[config.mk]
export PLATFORM = sky130hd
export DESIGN_NAME = prog_dumper
export DESIGN_NICKNAME = d
export VERILOG_FILES = /design/src/rtl/prog_dumper_pkg.sv /design/src/rtl/prog_dumper_seq_handshake_tx.sv /design/src/rtl/prog_dumper.sv
export SDC_FILE = /design/constraint.sdc
export NUM_CORES = 1
export LEC_CHECK = 0
export CAP_MARGIN = 5
export CORE_MARGIN = 4
export CORE_UTILIZATION = 54
export CTS_CLUSTER_SIZE = 20
export DETAILED_ROUTE_END_ITERATION = 10
export HOLD_SLACK_MARGIN = 0.06
export PLACE_DENSITY = 0.95
export SYNTH_ARGS = -nofsm -noshare
export SYNTH_HDL_FRONTEND = slang
export SYNTH_SLANG_ARGS = --single-unit
[constraint.sdc]
create_clock -name clk -period 5.7 [get_ports clk]
set_clock_uncertainty 0.2 [all_clocks]
set_input_delay 0.855 -clock clk [delete_from_list [all_inputs] [get_ports clk]]
set_output_delay 0.855 -clock clk [all_outputs]
set_load 0.05 [all_outputs]
[src/rtl/prog_dumper_pkg.sv]
// Shared definitions for the program loader / dumper pair: FSM state
// encodings and the default external memory address width.
package prog_dumper_pkg;

  localparam int DM_ADR_WIDTH = 21;
  localparam int DM_LAT_WIDTH = 3;

  typedef enum logic [2:0] {
    DM_IDLE = 3'd0,
    DM_ADR  = 3'd1,
    DM_READ = 3'd2,
    DM_WAIT = 3'd3,
    DM_ACK  = 3'd4,
    DM_INC  = 3'd5
  } dm_state_e;

endpackage

[src/rtl/prog_dumper_seq_handshake_tx.sv]
// Toggle-sequence byte producer: holds the offered byte and a sequence bit
// that flips once per new byte. A byte is outstanding while the consumer's
// echoed sequence bit differs from ours.
module seq_handshake_tx (
  input  logic       clk,
  input  logic       rst_n,
  input  logic       send_i,
  input  logic [7:0] data_i,
  input  logic       ack_seq_i,
  output logic [7:0] data_o,
  output logic       seq_o,
  output logic       pending_o
);

  logic [7:0] data_q;
  logic       seq_q;

  // Load a new byte and flip the sequence bit in the same edge
  always_ff @(posedge clk or negedge rst_n) begin
    if (!rst_n) begin
      data_q <= 8'h00;
      seq_q  <= 1'b0;
    end else if (send_i) begin
      data_q <= data_i;
      seq_q  <= ~seq_q;
    end else begin
      data_q <= data_q;
      seq_q  <= seq_q;
    end
  end

  assign data_o    = data_q;
  assign seq_o     = seq_q;
  assign pending_o = seq_q ^ ack_seq_i;

endmodule

[src/rtl/prog_dumper.sv]
// Memory read-back engine: walks len bytes from start_adr, one read strobe
// per address, and hands every byte to the UART transmitter through the
// toggle-sequence handshake. Ports keep the bus-level names shared with the
// program loader.
module prog_dumper
  import prog_dumper_pkg::*;
#(
  parameter int ADR_WIDTH = DM_ADR_WIDTH,
  parameter int RD_LAT    = 2
) (
  input  logic                 clk,
  input  logic                 reset,
  input  logic                 start,
  input  logic [ADR_WIDTH-1:0] start_adr,
  input  logic [ADR_WIDTH-1:0] len,
  input  logic                 abort,
  output logic [ADR_WIDTH-1:0] adr,
  output logic                 read,
  input  logic [7:0]           data_in,
  output logic [7:0]           data_tx,
  output logic                 data_tx_seq,
  input  logic                 tx_ack_seq,
  output logic                 busy,
  output logic                 done
);

  // Last value of the latency counter; the capture happens on the edge that
  // closes the RD_LAT-th cycle after the read strobe.
  localparam logic [DM_LAT_WIDTH-1:0] LAT_LAST = DM_LAT_WIDTH'(RD_LAT - 1);
  localparam logic [ADR_WIDTH-1:0]    ADR_ONE  = ADR_WIDTH'(1);

  dm_state_e                state_q;
  logic [ADR_WIDTH-1:0]     adr_q;
  logic [ADR_WIDTH-1:0]     rem_q;
  logic [DM_LAT_WIDTH-1:0]  lat_q;
  logic                     read_q;
  logic                     busy_q;
  logic                     done_q;
  logic                     abort_q;
  logic                     send_s;
  logic                     pending_s;

  assign send_s = (state_q == DM_WAIT) && (lat_q == LAT_LAST);

  seq_handshake_tx u_tx (
    .clk       (clk),
    .rst_n     (reset),
    .send_i    (send_s),
    .data_i    (data_in),
    .ack_seq_i (tx_ack_seq),
    .data_o    (data_tx),
    .seq_o     (data_tx_seq),
    .pending_o (pending_s)
  );

  // Dump sequencer: state, address walk, byte count, strobes and status
  always_ff @(posedge clk or negedge reset) begin
    if (!reset) begin
      state_q <= DM_IDLE;
      adr_q   <= '0;
      rem_q   <= '0;
      lat_q   <= '0;
      read_q  <= 1'b0;
      busy_q  <= 1'b0;
      done_q  <= 1'b0;
      abort_q <= 1'b0;
    end else begin
      read_q <= 1'b0;
      done_q <= 1'b0;
      // abort is remembered until the current byte finishes in INC
      if (abort && (state_q != DM_IDLE)) begin
        abort_q <= 1'b1;
      end
      case (state_q)
        DM_IDLE: begin
          // done_q high means this is the done cycle, where start is ignored
          if (start && !done_q) begin
            if (len != '0) begin
              adr_q   <= start_adr;
              rem_q   <= len;
              busy_q  <= 1'b1;
              abort_q <= 1'b0;
              state_q <= DM_ADR;
            end else begin
              done_q <= 1'b1;
            end
          end
        end
        DM_ADR: begin
          read_q  <= 1'b1;
          state_q <= DM_READ;
        end
        DM_READ: begin
          lat_q   <= '0;
          state_q <= DM_WAIT;
        end
        DM_WAIT: begin
          if (lat_q == LAT_LAST) begin
            state_q <= DM_ACK;
          end else begin
            lat_q <= lat_q + 3'd1;
          end
        end
        DM_ACK: begin
          if (!pending_s) begin
            state_q <= DM_INC;
          end
        end
        DM_INC: begin
          adr_q   <= adr_q + ADR_ONE;
          rem_q   <= rem_q - ADR_ONE;
          abort_q <= 1'b0;
          if ((rem_q == ADR_ONE) || abort_q || abort) begin
            done_q  <= 1'b1;
            busy_q  <= 1'b0;
            state_q <= DM_IDLE;
          end else begin
            state_q <= DM_ADR;
          end
        end
        default: begin
          busy_q  <= 1'b0;
          state_q <= DM_IDLE;
        end
      endcase
    end
  end

  assign adr  = adr_q;
  assign read = read_q;
  assign busy = busy_q;
  assign done = done_q;

endmodule

# Yosys cells after proc, flatten, opt, wreduce, memory -nomap -nowiden
# Cells that the tools add are included.
# totals
regBits,61
input_bits,55
wordCells,72
# op_classes
add_sub_neg,3
n_eq_ne,13
n_mux,27
n_bitwise,3
n_reduce_logical,16
# ops
op,n
$mux W21,4
$pmux W21 S2,2
$add A21 B1 Y21 const B,1
$eq A21 B1 Y1 const B,1
$reduce_bool A21 Y1,1
$sub A21 B1 Y21 const B,1
$pmux W3 S6,1
$mux W3,5
$mux W1,11
$ne A2 B2 Y1 const B,5
$reduce_and A4 Y1,2
$eq A3 B1 Y1 const B,2
$eq A3 B2 Y1 const B,2
$eq A3 B3 Y1 const B,2
$pmux W3 S2,1
$pmux W1 S2,2
$reduce_bool A2 Y1,2
$reduce_or A4 Y1,1
$add A3 B1 Y3 const B,1
$logic_and A1 B1 Y1,3
$logic_not A3 Y1,1
$pmux W1 S3,1
$reduce_and A3 Y1,1
$reduce_bool A3 Y1,1
other kinds (6),8

# Depth between registers and ports, before layout
# depth
word_depth,6
ltp_mapped,8

# Modules after synthesis
# Synthesis repeated with hierarchy kept, for this count alone.
# hier_totals
cells_unflattened,397
area_unflattened_um2,3739.8
# by_module_without_submodules
mod,instances,cells_each,area_each_um2,seq_area_each_um2
prog_dumper,1,377,3365.7,1301.2
seq_handshake_tx,1,20,374.1,225.2

# Worst setup path after synthesis
# Ideal clock, no wire load.
# synth_timing
path_kind,input port to flip-flop
start,input len[18]
end,register adr_q[0] (netlist: adr[0])
setup_ps,156
arrival_ps,2071
setup_slack_ps,3274
cell_stages,7
n_path_buf,2
path_cell_list,nor4_1 > nand4_1 > o22a_1 > clkbuf_1 > buf_2 > a211oi_1 > a31oi_1
# synth_between
elab_chain_cells,3
# synth_lines
item,line_no,text
start: declaration,prog_dumper.sv:15,"input logic [ADR_WIDTH-1:0] len,"
$reduce_bool A21 Y1,prog_dumper.sv:78,if (len != '0) begin
$ne A2 B2 Y1 (no line),--,
$reduce_and A3 Y1 (no line),--,
end signal: assignment,prog_dumper.sv:79,adr_q <= start_adr;
end signal: assignment,prog_dumper.sv:110,adr_q <= adr_q + ADR_ONE;
end: declaration,prog_dumper.sv:33,logic [ADR_WIDTH-1:0] adr_q;
# No other way between the ends.
# A chain may end at the register's enable or synchronous reset.

# Worst setup path in the final report
# layout_timing
start,input len[19]
end,register adr_q[13] (netlist: adr[13])
# The elaborated chain is that of the path after synthesis.

==> summary.txt <==
Clock tree
  • Clk slew on worst S/H paths: 0.07 ns
  • Hold_buf cts: 0
  • Clock Path Buffers: 2
  • Clock Latency Late Sink: 0.35 ns
  • # resized after CTS: 0
  • CTS Buf Count: 9
  • CTS sink cnt: 61
  • Htree depth: 3
  • Post-CTS setup buffers: 0
  • Root Buffer: clkbuf_8
  • CTS tree: built

STA
  • Slew margin rel.: 0.241
  • TNS Setup: 0 ns
  • Unrepaired setup endpoints after global routing: no
  • Final Max Slew Viols: 0
  • Slew @ Worst Pin: 1.14 ns
  • Fmax: 277 MHz
  • Final Cycle Share: 0.633
  • Setup violations, final: 0
  • Minimum clock period: 3.61 ns
  • Hold violation total from the final report: 0
  • Worst Hold Slack: 0.309 ns

Global routing
  • Vias in the first global route: 3,414
  • Gr ovfl total: 0
  • GR Util All Layers: 0.275
  • Antenna violations before repair: 0
  • Largest net degree at the start of global routing: 68
  • First-pass GRT wire length: 16,800 µm

Yosys
  • Ranking of synthesized cells by area: dfrtp_1 (43%), a21oi_1 (6.4%), o21ai_0 (6.1%)
  • Number of synthesized flops with an enable pin: 0
  • Share of the synthesized area in the top cell type: 0.433
  • Yosys Warn Count: 0
  • Synth unique cells: 51
  • Synth Flop Type: dfrtp_1
  • Mapped Cells: 407
  • Cell Area, Synth: 0.00353 mm²
  • Top-count cell post-synth: dfrtp_1
  • Register area share after synthesis: 0.433
  • Asr flop ratio synth: 1.00
  • Area leader, netlist: dfrtp_1
  • Mapped Avg Cell Area: 8.67 µm²
  • Number of synthesized register bits: 61
  • Net Count, Synth: 467
  • Most frequent cells after synthesis: dfrtp_1 (61), a21oi_1 (45), o21ai_0 (43)

Worst setup path
  • Crit path largest cell delay: 0.89 ns
  • Critical path launch point: len[19]
  • CP Launch Type: input pin
  • Crit path to: adr[13]
  • R2R depth: 5
  • Max Fanout on Critical Path: 27
  • Reg2reg setup slack: 2.45 ns
  • Crit. End Element: register
  • Critical-path cell list: clkdlybuf4s50_1, nor4_1, nand4_1, o22ai_2, buf_4, a21oi_1, a2bb2oi_1
  • Slowest cell on crit path: o22ai_2
  • RR Endpoint: rem_q[1]
  • Worst EP arrival: 3.63 ns
  • Crit path kind: in -> reg
  • Reg2reg start: state_q[0]
  • CP required: 5.72 ns

Outcome
  • Status: finished clean

Power
  • Peak VDD IR: 363 µV
  • PnR Total Power: 0.00264 W
  • Leak: 1.83 nW
  • PD cells: 568 mW/mm²

Placement
  • Number of port buffers: 87
  • DP Wirelength: 6970 µm
  • GPL Wtd Cong: 0.878

Die
  • Top Ports: 88
  • Initial core utilization: 0.556
  • Die width: 88.8 µm
  • Core Region: 0.00635 mm²
  • Core Rows: 29
  • Die height: 88.8 µm
  • Die ar.: 0.00789 mm²

Detailed routing
  • Final wirelength: 10,300 µm
  • WL per Instance: 18.2 µm
  • Vias: 3,714
  • Antenna-violating nets left: 0
  • Initial DRC count: 379
  • DRC viols: 0
  • Vias/cell: 6.57
  • DRT Pass-1 Iters: 5

Hold path
  • Min-Delay Path Class: reg -> reg

Cells and area
  • Nets: 543
  • Layout cells sized above 1: 0.0799
  • Ant diodes: 0
  • Area Growth Syn to Fin: 31.7%

Job
  • Maxcap violations: 0
-- cell families (layout without fill, tap and decap cells) --
group           count (synthesis)  count (layout)  synth area share
compound gates                155             155             0.271
simple gates                  141             141             0.209
flops                          61              61             0.433
buf+inv                        35             116            0.0394
mux                             8               8            0.0255
fa+ha+maj                       5               5            0.0177
xor+xnor                        2               2           0.00497
-- stage by stage --
| step | util | std cells | instance area, µm² | setup slack [ns] |
|---|---|---|---|---|
| floorplan | - | 407 | 3530 | 3.27 |
| CTS | 0.732 | 565 | 4650 | 2.17 |
| global route | 0.732 | 565 | 4650 | 1.92 |
| finish | 0.732 | 565 | 4650 | 2.09 |
| detailed placement | 0.697 | 549 | 4420 | 1.82 |
| global placement | 0.697 | 549 | 4420 | 1.97 |
-- layer usage --
metal,global-route usage,part of all wire,up-vias
met5,0,0,-
met4,0.110,0.024,0
met3,0.0540,0.086,30
met2,0.433,0.49,232
met1,0.373,0.40,1773
li1,-,-,1679
-- layout make-up --
type | instances | area (µm²)
inverters | 9 | 33.8
clock buffers | 12 | 155
multi-input cells | 311 | 1870
repair buffers | 91 | 896
flip-flops and latches | 61 | 1530
fillers | 434 | 1700
well taps | 77 | 96.3
clock inverters | 4 | 70.1
-- registers in the layout, summed over array words and instances (netlist names) --
signal	count
abort_q	1
u_tx.data_o	8
done	1
adr	21
state_q	3
read	1
rem_q	21
busy	1
u_tx.seq_o	1
lat_q	3
-- cells in the final DEF, fill, tap and decap left out, types with 4 or more instances in the layout --
cell | synthesis | final
a21oi_1 | 45 | 45
a2bb2oi_1 | 15 | 15
a31oi_1 | 9 | 9
and3_1 | 6 | 6
buf_4 | 0 | 4
clkbuf_8 | 0 | 11
clkdlybuf4s50_1 | 0 | 86
dfrtp_1 | 61 | 61
ha_1 | 5 | 5
inv_1 | 9 | 9
mux2_2 | 8 | 8
nand2_1 | 38 | 38
nand3_1 | 9 | 9
nand4_1 | 5 | 5
nor2_1 | 31 | 31
nor3_1 | 14 | 14
nor4_1 | 10 | 10
o21ai_0 | 43 | 43
o22ai_1 | 13 | 12
o32ai_1 | 4 | 4
or3_1 | 6 | 6
-- critical path: cells and delay by family --
kind | cells | cell delay (ns)
AOI/OAI and AO/OA | 3 | 1.15
buffers and inverters | 2 | 0.85
and+or+nand+nor | 2 | 0.77
-- report_power, final --
group	switching, W	internal, W	total, W
combinational	0.000804	0.000491	0.00130
clock	0.000173	0.000269	0.000442
sequential	0.000267	0.000638	0.000904
-- worst min path at each step --
stage                     slack (ns)  cells past startpoint      startpoint             end
after floorplan                 0.26                      2         abort_q         abort_q
after global placement          0.28                      2         abort_q         abort_q
after detailed placement        0.29                      1  u_tx.data_o[4]  u_tx.data_o[4]
after CTS                       0.31                      1  u_tx.data_o[4]  u_tx.data_o[4]
after global routing            0.32                      1  u_tx.data_o[4]  u_tx.data_o[4]
final                           0.31                      1  u_tx.data_o[5]  u_tx.data_o[5]
Note: power is estimated with default switching activity, not from simulation.
